[config.mk]
export PLATFORM = sky130hd
export DESIGN_NAME = tracer_reader
export DESIGN_NICKNAME = d
export VERILOG_FILES = /design/src/rtl/tracer_reader.sv
export SDC_FILE = /design/constraint.sdc
export NUM_CORES = 1
export LEC_CHECK = 0
export CELL_PAD_IN_SITES_DETAIL_PLACEMENT = 0
export CELL_PAD_IN_SITES_GLOBAL_PLACEMENT = 1
export CORE_MARGIN = 10
export CORE_UTILIZATION = 41
export CTS_CLUSTER_SIZE = 40
export DETAILED_ROUTE_END_ITERATION = 6
export GPL_TIMING_DRIVEN = 0
export PLACE_DENSITY_LB_ADDON = 0.15
export SETUP_SLACK_MARGIN = 0.1
export SKIP_CTS_REPAIR_TIMING = 1
export SYNTH_ARGS = -nofsm -noshare
export SYNTH_HDL_FRONTEND = slang
export SYNTH_SLANG_ARGS = --single-unit
[constraint.sdc]
create_clock -name wb_clk_i -period 10 [get_ports wb_clk_i]
set_input_delay 2 -clock wb_clk_i [delete_from_list [all_inputs] [get_ports wb_clk_i]]
set_output_delay 2 -clock wb_clk_i [all_outputs]
set_load 0.02 [all_outputs]
[src/rtl/tracer_reader.sv]
`timescale 1ns/1ps
// tracer_reader
//   Wishbone initiator that drives a trace logger. After a start pulse it
//   writes the post-trigger count, arms the trigger, waits a fixed capture
//   window and then reads every word of every trace bank. Each word read is
//   forwarded on a valid/ready stream.
//
// Ports
//   wb_clk_i, wb_rst_i       clock, asynchronous active-high reset
//   wbm_*                    Wishbone initiator (single, non-pipelined cycles)
//   start_i                  one-cycle start; trigger_i / post_cnt_i are latched with it
//   busy_o / done_o / err_o  sequence status (err_o sticky until next start)
//   out_data_o/_valid_o/_ready_i/_last_o  trace word stream
//
// Build option
//   TRACER_READER_HEADER_EN  emit 32'hDA7A_0000 | bank before the first word of each bank.
module tracer_reader #(
  parameter logic [31:0] BASE_ADDR   = 32'h0000_0000,
  parameter int unsigned NUM_WORDS   = 1024,
  parameter int unsigned NUM_BANKS   = 4,
  parameter int unsigned WAIT_CYCLES = 2048
) (
  input  logic        wb_clk_i,
  input  logic        wb_rst_i,
  output logic [31:0] wbm_adr_o,
  output logic [31:0] wbm_dat_o,
  output logic [3:0]  wbm_sel_o,
  output logic        wbm_we_o,
  output logic        wbm_cyc_o,
  output logic        wbm_stb_o,
  input  logic [31:0] wbm_dat_i,
  input  logic        wbm_ack_i,
  input  logic        wbm_err_i,
  input  logic        start_i,
  input  logic [31:0] trigger_i,
  input  logic [9:0]  post_cnt_i,
  output logic        busy_o,
  output logic        done_o,
  output logic        err_o,
  output logic [31:0] out_data_o,
  output logic        out_valid_o,
  input  logic        out_ready_i,
  output logic        out_last_o
);

  localparam int unsigned WordW = (NUM_WORDS > 1) ? $clog2(NUM_WORDS) : 1;
  localparam logic [WordW-1:0] WordLast = WordW'(NUM_WORDS - 1);
  localparam logic [1:0]       BankLast = 2'(NUM_BANKS - 1);
  localparam logic [31:0]      WaitLast = 32'(WAIT_CYCLES - 1);
`ifdef TRACER_READER_HEADER_EN
  localparam logic HdrEn = 1'b1;
`else
  localparam logic HdrEn = 1'b0;
`endif

  typedef enum logic [2:0] {
    StIdle, StWrPost, StWrArm, StWait, StRd, StOut, StFin
  } state_e;

  state_e           state_q, state_d;
  logic [31:0]      adr_q, adr_d, dat_q, dat_d;
  logic             we_q, we_d, cyc_q, cyc_d, err_q, err_d;
  logic [31:0]      trig_q, trig_d, wait_q, wait_d;
  logic [9:0]       post_q, post_d;
  logic [WordW-1:0] word_q, word_d;
  logic [1:0]       bank_q, bank_d;
  logic             hdr_q, hdr_d;  // next stream item is the bank header
  logic [31:0]      out_data_q, out_data_d;
  logic             out_valid_q, out_valid_d, out_last_q, out_last_d;

  logic        bus_active, bus_ack, bus_err, is_final;
  logic [31:0] rd_adr, tgt_adr, tgt_dat;
  logic        tgt_we;

  // Ack/err only count while our own cycle is open.
  assign bus_ack    = cyc_q & wbm_ack_i;
  assign bus_err    = cyc_q & wbm_err_i;
  assign is_final   = (bank_q == BankLast) && (word_q == WordLast);
  assign bus_active = (state_q == StWrPost) || (state_q == StWrArm) ||
                      ((state_q == StRd) && !hdr_q);
  assign rd_adr     = BASE_ADDR + {18'b0, bank_q, 12'b0} +
                      {{(30 - WordW){1'b0}}, word_q, 2'b00};

  always_ff @(posedge wb_clk_i or posedge wb_rst_i) begin
    if (wb_rst_i) begin
      state_q     <= StIdle;
      adr_q       <= '0;
      dat_q       <= '0;
      we_q        <= 1'b0;
      cyc_q       <= 1'b0;
      err_q       <= 1'b0;
      trig_q      <= '0;
      wait_q      <= '0;
      post_q      <= '0;
      word_q      <= '0;
      bank_q      <= '0;
      hdr_q       <= 1'b0;
      out_data_q  <= '0;
      out_valid_q <= 1'b0;
      out_last_q  <= 1'b0;
    end else begin
      state_q     <= state_d;
      adr_q       <= adr_d;
      dat_q       <= dat_d;
      we_q        <= we_d;
      cyc_q       <= cyc_d;
      err_q       <= err_d;
      trig_q      <= trig_d;
      wait_q      <= wait_d;
      post_q      <= post_d;
      word_q      <= word_d;
      bank_q      <= bank_d;
      hdr_q       <= hdr_d;
      out_data_q  <= out_data_d;
      out_valid_q <= out_valid_d;
      out_last_q  <= out_last_d;
    end
  end

  always_comb begin
    state_d = state_q;
    unique case (state_q)
      StIdle:   if (start_i) state_d = StWrPost;
      StWrPost: if (bus_err) state_d = StFin; else if (bus_ack) state_d = StWrArm;
      StWrArm:  if (bus_err) state_d = StFin; else if (bus_ack) state_d = StWait;
      StWait:   if (wait_q == WaitLast) state_d = StRd;
      StRd: begin
        if (hdr_q)        state_d = StOut;
        else if (bus_err) state_d = StFin;
        else if (bus_ack) state_d = StOut;
      end
      StOut:    if (out_ready_i) state_d = (is_final && !hdr_q) ? StFin : StRd;
      StFin:    state_d = StIdle;
      default:  state_d = StIdle;
    endcase
  end

  always_comb begin
    adr_d       = adr_q;
    dat_d       = dat_q;
    we_d        = we_q;
    cyc_d       = cyc_q;
    err_d       = err_q;
    trig_d      = trig_q;
    wait_d      = wait_q;
    post_d      = post_q;
    word_d      = word_q;
    bank_d      = bank_q;
    hdr_d       = hdr_q;
    out_data_d  = out_data_q;
    out_valid_d = out_valid_q;
    out_last_d  = out_last_q;
    tgt_adr     = rd_adr;
    tgt_dat     = '0;
    tgt_we      = 1'b0;

    if (state_q == StWrPost) begin
      tgt_adr = BASE_ADDR + 32'h10;
      tgt_dat = {22'b0, post_q};
      tgt_we  = 1'b1;
    end else if (state_q == StWrArm) begin
      tgt_adr = BASE_ADDR;
      tgt_dat = trig_q;
      tgt_we  = 1'b1;
    end

    // A cycle opens on the first clock in a bus state; since every bus state is
    // entered with cyc low, the bus always idles one clock between transactions.
    if (bus_active) begin
      if (!cyc_q) begin
        cyc_d = 1'b1;
        adr_d = tgt_adr;
        dat_d = tgt_dat;
        we_d  = tgt_we;
      end else if (wbm_err_i || wbm_ack_i) begin
        cyc_d = 1'b0;
        adr_d = '0;
        dat_d = '0;
        we_d  = 1'b0;
        if (wbm_err_i) begin
          err_d = 1'b1;
        end else if (state_q == StRd) begin
          out_data_d  = wbm_dat_i;
          out_valid_d = 1'b1;
          out_last_d  = is_final;
        end
      end
    end

    unique case (state_q)
      StIdle: begin
        if (start_i) begin
          trig_d = trigger_i;
          post_d = post_cnt_i;
          err_d  = 1'b0;
        end
      end
      StWrArm: wait_d = '0;
      StWait: begin
        wait_d = wait_q + 32'd1;
        if (wait_q == WaitLast) begin
          word_d = '0;
          bank_d = '0;
          hdr_d  = HdrEn;
        end
      end
      StRd: begin
        if (hdr_q) begin
          out_data_d  = 32'hDA7A_0000 | {30'b0, bank_q};
          out_valid_d = 1'b1;
          out_last_d  = 1'b0;
        end
      end
      StOut: begin
        if (out_ready_i) begin
          out_valid_d = 1'b0;
          out_last_d  = 1'b0;
          if (hdr_q) begin
            hdr_d = 1'b0;
          end else if (word_q == WordLast) begin
            word_d = '0;
            bank_d = bank_q + 2'd1;
            hdr_d  = HdrEn;
          end else begin
            word_d = word_q + 1'b1;
          end
        end
      end
      default: ;
    endcase
  end

  always_comb begin
    busy_o      = (state_q != StIdle) && (state_q != StFin);
    done_o      = (state_q == StFin);
    err_o       = err_q;
    wbm_adr_o   = adr_q;
    wbm_dat_o   = dat_q;
    wbm_we_o    = we_q;
    wbm_cyc_o   = cyc_q;
    wbm_stb_o   = cyc_q;
    wbm_sel_o   = 4'hf;
    out_data_o  = out_data_q;
    out_valid_o = out_valid_q;
    out_last_o  = out_last_q;
  end

endmodule

* After elaboration in Yosys (flattened, before gate mapping)
Cells that the tools add are included.
Word-level totals: flip-flop bits (word level) 191, bits in latches 0, word-level logic and storage cells 126, RAM bits 0, memory bits (read-only) 0, output and inout port bits 108, memories 0, input bits 80
Operators by class: divide/modulo/power cells 0, bitwise logic cells 2, add/subtract/negate cells 4, shift operators 0, multiply operators 0, $lt $le $gt $ge 0, equality and inequality tests 19, reductions and logical operators 18, muxes and demuxes 68
Operators by type and width (count):
- $mux 32 | 13
- $pmux 32 s2 | 1
- $mux 10 | 4
- $add 32x1->32 const B | 1
- $eq 32x11->1 const B | 1
- $mux 3 | 10
- $mux 1 | 28
- $pmux 10 s2 | 1
- $pmux 3 s6 | 1
- $add 14x12->15 | 1
- $mux 15 | 1
- $add 10x1->10 const B | 1
- $eq 10x10->1 const B | 1
- $mux 2 | 5
- $ne 2x2->1 const B | 5
- $eq 3x3->1 const B | 3
- $ne 3x3->1 const B | 3
- $eq 3x2->1 const B | 2
- $pmux 1 s2 | 3
- $reduce_and 6->1 | 1
- $reduce_and 5->1 | 1
- $logic_and 1x1->1 | 4
- $ne 4x4->1 const B | 1
- $pmux 2 s2 | 1
- other kinds (13) | 18

* Depth between registers and ports, before layout
Gate-level depths: netlist of run 1.
depth in word-level cells 9, depth in mapped cells 8, gate-level depth less buffers 6

* Worst setup path before layout of run 1
Ideal clock, no wire load.
path kind register to output, start register state_q[0], end output port done_o, stages on the path, launching flop included 5, arrival 1.389 ns, slack 6.611 ns, required time 8.000 ns, buffers on the path 3, path through dfrtp_1 buf_2 buf_1 buf_1 nor3_1
Between the ends: word-level cells in the longest chain between the ends 1
RTL lines:
- start: declaration | RTL line 60 | state_e state_q, state_d;
- start signal: assignment | RTL line 86 | state_q <= StIdle;
- start signal: assignment | RTL line 102 | state_q <= state_d;
- $eq 3x3->1 | RTL line 235 | done_o = (state_q == StFin);
- end: declaration | RTL line 38 | output logic done_o,
Every way passes these cells.

* Final worst setup path of run 1
Ends and elaborated chain as after synthesis.

==> run metrics, run 1 <==
# DRC 0; critical path endpoint category primary output; Worst Tran Pin Value 860.4 ps; Hold Fails Final Rpt 0; chip width 156.2 um; fillers 1572; setup TNS 0 ps; Netlist Area Pre-Place 7601 sq um; CTS tree yes; most area-consuming cells after synthesis dfrtp_1 56%, nand2_1 8.2%, mux2_2 6.4%, a22o_1 3.1%, buf_4 2.6%; R2R Path End word_q[0]; peak supply drop 175.9 uV; final setup vio count 0; Hold Path Sink out_data_o[10]; Critical Path AT 2490 ps; Port Buffer Count 163; first-pass GRT wire length 32910 um; result of the run complete, no violations; cell taking the most area after synthesis dfrtp_1; largest net degree at the start of global routing 93; Vias 5959; routability cong. 0.8468; later-pin clock latency in the skew report 430 ps; Leakage Power 4.550 nW; Ports 188; clock sink count 170; cell area power density 254.9 nW/um^2; Antenna diodes 0; number of buffers created by CTS 17; crit share post-route 0.4494; cell count after synthesis 730; top_reg_cell synth dfrtp_1; num rows 49; Initial Utilization 0.4203; Pins Over Slew Limit 0; FF+latch count, synth 170; met2 usage 0.2688; die area 24390 sq um; sequential share of the synthesized area 0.5597; crit path launch type register; Iteration-0 DRC Markers 274; global route hottest layer met2; Synth Area per Inst 10.41 sq um; Clock Skews 9.707 ps; gr usage total 0.1672; critical path peak fanout 10; area grow syn2layout 33.83%; Max Clock Freq 222.5 MHz; Post-synth EDFFs 0; R2R Path Start wait_q[0]; number of nets with antenna violations after routing 0; fraction of layout cells with a size suffix above 1 0.1395; TritonRoute pass-1 iters 5; Hold Startpoint out_data_o[10]; Synthesis Warnings 0; Async SR Flop Fraction 1.000; WL final 20250 um; reg2reg path depth 7; Hold Path Class register to register; total global routing overflow 0; Clock Tree Root clkbuf_16; area taken by multi-input logic gates 3008 sq um; H-tree depth 4; Max-cap violations 0; GRT met3 Usage 0.07665; hold path depth 2; routed length per instance 17.24 um; RSZ-0062 raised after global routing false; Max Root-Sink Buffers 2; vias per cell 5.071; layout net count 1018; chip height 156.2 um; Seq. cell area 4254 sq um; WP data required 8000 ps; Final min period 4494 ps; Core Box Area 18090 sq um; initial antenna violation count 0; CTS clk-pin slew, worst paths 60 ps; hpwl dp 14820 um; Rel. slew slack 0.4220; r2r setup slk 7900 ps; Critical Setup Path Class register to primary output; Yosys cell types 51; Min Hold Slack 474.1 ps; Yosys top cell area share 0.5597; vias in the first global route 6256; GR Util met1 0.1987
## synthesized netlist by cell type (3+ instances only)
library cell    n
a21oi_1        10
a22o_1         27
a22oi_1        11
a31oi_1        11
and2_1          5
and3_1          8
and4_1          7
buf_1           4
buf_2          19
buf_4          26
clkbuf_1       15
dfrtp_1       170
ha_1            3
inv_1           8
mux2_2         43
mux2i_1         4
nand2_1       166
nand3_1        29
nand4_1         5
nor2_1         33
nor2b_1         5
nor3_1          8
nor4_1         13
o21ai_0        38
o31ai_1         4
or3_1           6
xnor2_1        18
xor2_1          3
## metrics by stage
step / area, sq um / util / worst slack [ps] / power, mW / cells
2_1_floorplan: 7684 / - / 3397 / 1.593 / 752
3_3_place_gp: 9602 / 0.5309 / 1152 / 1.979 / 1144
3_5_place_dp: 9637 / 0.5328 / 5893 / 2.010 / 1145
4_1_cts: 10170 / 0.5624 / 5505 / 2.629 / 1175
5_1_grt: 10170 / 0.5624 / 5401 / 2.764 / 1175
6_report: 10170 / 0.5624 / 5506 / 2.593 / 1175
## routing by layer
metal | up-vias | wire length, um
met3 | 17 | 1946
met4 | 0 | 221
met1 | 2897 | 8409
met5 | - | 0
met2 | 163 | 9676
li1 | 2882 | -
## cell usage in the layout, fill, tap and decap left out, types with 4 or more instances in the layout
| cell | n |
|---|---|
| dfrtp_1 | 170 |
| nand2_1 | 166 |
| clkdlybuf4s50_1 | 163 |
| mux2_2 | 43 |
| o21ai_0 | 38 |
| nor2_1 | 33 |
| nand3_1 | 29 |
| a22o_1 | 27 |
| buf_4 | 26 |
| conb_1 | 24 |
| buf_2 | 19 |
| xnor2_1 | 18 |
| clkbuf_16 | 17 |
| clkbuf_1 | 15 |
| nor4_1 | 13 |
| a31oi_1 | 11 |
| a22oi_1 | 11 |
| a21oi_1 | 10 |
| nor3_1 | 8 |
| and3_1 | 8 |
| inv_1 | 7 |
| and4_1 | 7 |
| or3_1 | 6 |
| and2_1 | 5 |
| nand4_1 | 5 |
| nor2b_1 | 5 |
| mux2i_1 | 4 |
| o31ai_1 | 4 |
| buf_1 | 4 |
| clkinv_4 | 4 |
## layout make-up
| type | count | area share |
|---|---|---|
| well taps | 229 | 0.02817 |
| clock inverters | 12 | 0.009471 |
| repair buffers | 164 | 0.1631 |
| multi-input cells | 506 | 0.2957 |
| clock buffers | 18 | 0.04317 |
| plain buffers | 66 | 0.03776 |
| flip-flops and latches | 170 | 0.4182 |
| inverters | 10 | 0.004428 |
## worst max path at each step
stage	depth (start not counted)	end	slack (ps)	start
floorplan	1	bank_q[0]	3400	wb_rst_i
global placement	2	wait_q[21]	1150	wb_rst_i
detailed placement	6	trig_q[0]	5890	start_i
CTS	5	done_o	5500	state_q[0]
global route	5	done_o	5400	state_q[0]
finish	5	done_o	5510	state_q[0]
## registers in the layout, summed over array words and instances (netlist names)
name,count
state_q,3
bank_q,2
wbm_adr_o,12
wbm_dat_o,32
out_last_o,1
trig_q,32
wait_q,32
post_q,10
out_data_o,32
wbm_cyc_o,1
word_q,10
wbm_we_o,1
err_o,1
out_valid_o,1
## report_power, final
group	switching [mW]	leakage [nW]	internal (mW)
registers	0.121	2.23	0.892
clock network	0.279	0.262	0.325
logic	0.535	2.06	0.441
## worst max-delay path, cell delays in order (launching register included)
cell and delay [ps]:
dfrtp_1 350, buf_2 170, buf_1 220, buf_1 280, nor3_1 370, clkdlybuf4s50_1 680
## logic make-up after synthesis
group	share of synthesized area
other	0.0009880
xor gates and xnor gates	0.02420
adders and majority gates	0.004939
muxes	0.06897
and+or+nand+nor	0.1893
DFF	0.5597
AOI/OAI and AO/OA	0.09646
buffers and inverters	0.05547
Note: power is estimated with default switching activity, not from simulation.
==> inputs of run 2 (changes only) <==
- CORE_UTILIZATION: 41 -> 34
- clock period: 10 -> 4.05 ns (I/O delays scaled with it)
==> run 2 against run 1 <==
Clock power increased to 2.7 times the previous value. Critical path depth unchanged. First-iteration DRC count increased by 5.1%. Power increased to 2.5 times the previous value. Critical path type unchanged. Largest cell class unchanged. Largest power group unchanged. Highest routed layer unchanged.
==> run metrics, run 2 (same netlist as run 1, synthesis figures left out) <==
result of the run complete, no violations; met2 wire length 9818 um; initial antenna violation count 0; vias in the first global route 5926; area grow syn2layout 36.16%; Max Root-Sink Buffers 2; Critical Path Max Stage Delay 680 ps; Clock Tree Root clkbuf_16; fillers 2119; crit path launch state_q[0]; Setup crit end done_o; Bufs and invs on worst path 4; most common cell after layout, fill and taps aside dfrtp_1; layout net count 1021; # DRC 0; Vias 5853; r2r setup slk 1980 ps; number of nets with antenna violations after routing 0; met3 wire len 1535 um; CP top delay family buffers and inverters; critical path, cell by cell buf_2, buf_1, buf_1, nor3_1, clkdlybuf4s50_1; CTS clk-pin slew, worst paths 70 ps; critical path endpoint category primary output; total global routing overflow 0; most frequent cells in the layout 170 x dfrtp_1, 166 x nand2_1, 163 x clkdlybuf4s50_1; Critical Setup Path Class register to primary output; Max Clock Freq 296.9 MHz; crit share post-route 0.8317; Clock Skews 15.86 ps; Leakage Power 4.602 nW; hold path depth 2; Hold Path Class register to register; PnR Total Power 6.551 mW; Pins Over Slew Limit 0; die area 28740 sq um; clock sink count 170; number of buffers created by CTS 17; num rows 54; WL final 20830 um; hpwl dp 15520 um; Hold Fails Final Rpt 0; crit path launch type register; reg2reg path depth 6; Worst Tran Pin Value 856.0 ps; cell area power density 633.0 nW/um^2; routability cong. 0.7681; stages on the worst setup path 5; Worst path most repeated cell buf_1; Post-DP Area 9749 sq um; Port Buffer Count 163; fin area 10350 sq um; Core Box Area 21890 sq um; chip width 169.5 um; Antenna diodes 0; Initial Utilization 0.3472; Max Used Layer met4; gr usage total 0.1468; first-pass GRT wire length 33760 um; final setup vio count 0; Iteration-0 DRC Markers 288; largest net degree at the start of global routing 39; CTS tree yes; R2R Path Start wait_q[26]; RSZ-0062 raised after global routing false; Rel. slew slack 0.4282; Ports 188; vias per cell 4.755; chip height 169.5 um; slowest CP cell clkdlybuf4s50_1; H-tree depth 4; met1 WL 9372 um; R2R Path End word_q[0]; Final min period 3368 ps; Critical Path AT 2560 ps; later-pin clock latency in the skew report 440 ps; TritonRoute pass-1 iters 4; routed length per instance 16.92 um; peak supply drop 329.7 uV; Max-cap violations 0; critical path peak fanout 10; fraction of layout cells with a size suffix above 1 0.1441; WP data required 3240 ps
-- run 2: cell count changes in the layout (fill, tap and decap cells not counted) --
cell,before,now
clkinv_8,0,4
clkinv_4,4,2
inv_6,1,3
clkbuf_8,1,0
clkinvlp_4,2,1
inv_8,3,4
buf_16,1,0
clkinv_2,3,1
inv_12,0,1
buf_12,0,4
-- run 2: cell type report --
cell class | instances | area (sq um) | area share
Sequential cell | 170 | 4254 | 0.4110
Multi-Input combinational cell | 506 | 3008 | 0.2906
Timing Repair Buffer | 167 | 1712 | 0.1654
Clock buffer | 17 | 425.4 | 0.04110
Buffer | 66 | 384.1 | 0.03711
Tap cell | 280 | 350.3 | 0.03385
Clock inverter | 15 | 175.2 | 0.01692
Inverter | 10 | 41.29 | 0.003989
-- run 2: metrics by stage --
| stage | util | setup WS (ps) | setup TNS, ps | hold WS [ps] | instances |
|---|---|---|---|---|---|
| detailed placement | 0.4454 | 1083 | 0 | 461.6 | 1199 |
| global placement | 0.4417 | -595.7 | -98450 | 457.0 | 1195 |
| global route | 0.4728 | 504.6 | 0 | 495.0 | 1231 |
| floorplan | - | 1071 | 0 | 457.1 | 752 |
| CTS | 0.4728 | 650.4 | 0 | 479.9 | 1231 |
| finish | 0.4728 | 681.7 | 0 | 474.1 | 1231 |
-- run 2: worst min path at each step --
| stage | end | slack (ps) | startpoint |
|---|---|---|---|
| 3_3_place_gp | out_data_o[14] | 460 | out_data_o[14] |
| 2_1_floorplan | wait_q[1] | 460 | wait_q[1] |
| 5_1_grt | out_data_o[9] | 500 | out_data_o[9] |
| 3_5_place_dp | out_data_o[22] | 460 | out_data_o[22] |
| 6_report | out_data_o[0] | 470 | out_data_o[0] |
| 4_1_cts | out_data_o[22] | 480 | out_data_o[22] |
-- run 2: layer usage --
metal | vias up | track usage
met4 | 0 | 0.03265
met5 | - | 0
met1 | 2836 | 0.1891
met3 | 9 | 0.06183
met2 | 118 | 0.2251
li1 | 2890 | -
-- run 2: report_power, final --
group / switching (mW) / internal, mW / total (mW)
logic: 1.33 / 1.09 / 2.42
clock network: 0.811 / 0.838 / 1.65
registers: 0.280 / 2.20 / 2.48
-- run 2: worst register-to-register path: cells and delay by family (launching register included) --
kind,cells,cell delay [ps]
simple gates,4,960
mux,1,360
flops,1,420
buf+inv,1,210
==> inputs of run 3 (changes only) <==
- CORE_UTILIZATION: 34 -> 38
- clock period: 4.05 -> 3.43 ns (I/O delays scaled with it)
==> run 3 against run 2 <==
Combinational power grew 17%. Clock skew shrank 0.69 ps. Worst hold slack is essentially flat. Setup slack lost 370 ps. Sequential power grew 18%. Die area shrank 9.3%. Cell count shrank 1.2%. Power grew 16%. Clock power grew 12%. Clock-buffer cell count grew 1. Sequential share of layout area grew 0.17 points. Critical path depth is the same.
==> run metrics, run 3 (same netlist as run 1, synthesis figures left out) <==
result of the run complete, no violations; initial antenna violation count 0; Clock Tree Root clkbuf_16; post-place setup slack 638.0 ps; Critical Path AT 2430 ps; Max-cap violations 0; chip height 161.4 um; gr usage total 0.1552; Iteration-0 DRC Markers 237; hpwl dp 15020 um; most common cell after layout, fill and taps aside dfrtp_1; PnR worst setup slack 313.7 ps; vias per cell 4.822; number of buffers created by CTS 17; Core Box Area 19590 sq um; RSZ-0062 raised after global routing false; Max Root-Sink Buffers 2; Antenna diodes 0; num rows 51; TritonRoute pass-1 iters 4; later-pin clock latency in the skew report 430 ps; Port Buffer Count 163; Initial Utilization 0.3880; chip width 161.4 um; Hold Path Class register to register; crit path launch type register; Hold Fails Final Rpt 0; fin area 10310 sq um; CTS clk-pin slew, worst paths 70 ps; routability cong. 0.7748; fraction of layout cells with a size suffix above 1 0.1451; peak supply drop 435.9 uV; layout net count 1021; final setup vio count 0; crit share post-route 0.9085; Ports 188; WP data required 2740 ps; Leakage Power 4.585 nW; die area 26060 sq um; clock sink count 170; Max Clock Freq 320.9 MHz; placed insts 1184; cell area power density 739.6 nW/um^2; Post-DP Area 9731 sq um; H-tree depth 4; CTS tree yes; area grow syn2layout 35.59%; total global routing overflow 0; Rel. slew slack 0.3260; critical path peak fanout 10; critical path endpoint category primary output; fillers 1880; Critical Setup Path Class register to primary output; setup TNS 0 ps; first-pass GRT wire length 32630 um; most frequent cells in the layout 170 x dfrtp_1, 166 x nand2_1, 163 x clkdlybuf4s50_1; Pins Over Slew Limit 0; vias in the first global route 5838; Post-Layout Cell Count 1216; largest net degree at the start of global routing 43; Final min period 3116 ps; Clock Skews 15.16 ps; number of nets with antenna violations after routing 0; # DRC 0; Worst Tran Pin Value 1003 ps; Vias 5863; routed length per instance 16.70 um; WL final 20300 um
==> run 3: cell count changes in the layout (fill, tap and decap cells not counted), sizes merged <==
| cell | delta |
|---|---|
| clkbuf | +1 |
| clkinvlp | +2 |
| inv | -1 |
| clkinv | -2 |
==> run 3: through the flow <==
step                        util  total power, mW  hold slack [ps]
after global routing      0.5261            8.141            497.5
after CTS                 0.5258            7.743            479.2
after detailed placement  0.4967            5.849            461.3
after floorplan                -            4.644            457.1
final                     0.5261            7.622            474.2
after global placement    0.4926            5.811            458.0
==> run 3: critical path, stage by stage, from the launching register on <==
cell and delay (ps):
dfrtp_1 320, buf_2 200, buf_1 340, buf_1 460, nor3_2 120, clkdlybuf4s50_1 570
==> run 3: final cells by class <==
class / instances / area, sq um / share of cell area
multi-input combinational: 506 / 3013 / 0.2923
inverter: 10 / 41.29 / 0.004006
clock buffer: 18 / 439.2 / 0.04261
sequential: 170 / 4254 / 0.4128
tap: 265 / 331.6 / 0.03217
clock inverter: 14 / 131.4 / 0.01275
timing repair buffer: 167 / 1712 / 0.1661
buffer: 66 / 384.1 / 0.03727
==> run 3: power breakdown <==
part	leakage [nW]	switching (mW)	total (mW)	internal, mW
Clock	0.276	0.874	1.85	0.978
Combinational	2.08	1.55	2.84	1.29
Sequential	2.23	0.331	2.93	2.60
==> run 3: path summary, 6_finish.rpt <==
path / slack, ps / end / start / cells after the start
max in group asynchronous: 1910 / wbm_dat_o[30] / wb_rst_i / 4
max: 310 / done_o / state_q[0] / 5
min in group asynchronous: 690 / wbm_dat_o[14] / wb_rst_i / 2
min: 470 / out_data_o[1] / out_data_o[1] / 2
min reg2reg: 470 / out_data_o[1] / out_data_o[1] / 2
max reg2reg: 1340 / wait_q[27] / state_q[2] / 4
==> run 3: metal layers <==
layer  share of wire  up-vias  wire (um)  track usage
li1                -     2895          -            -
met3           0.096        5       1957      0.07194
met1            0.43     2824       8812       0.1913
met2            0.47      139       9448       0.2383
met5               0        -          0            0
met4          0.0042        0         85      0.04549
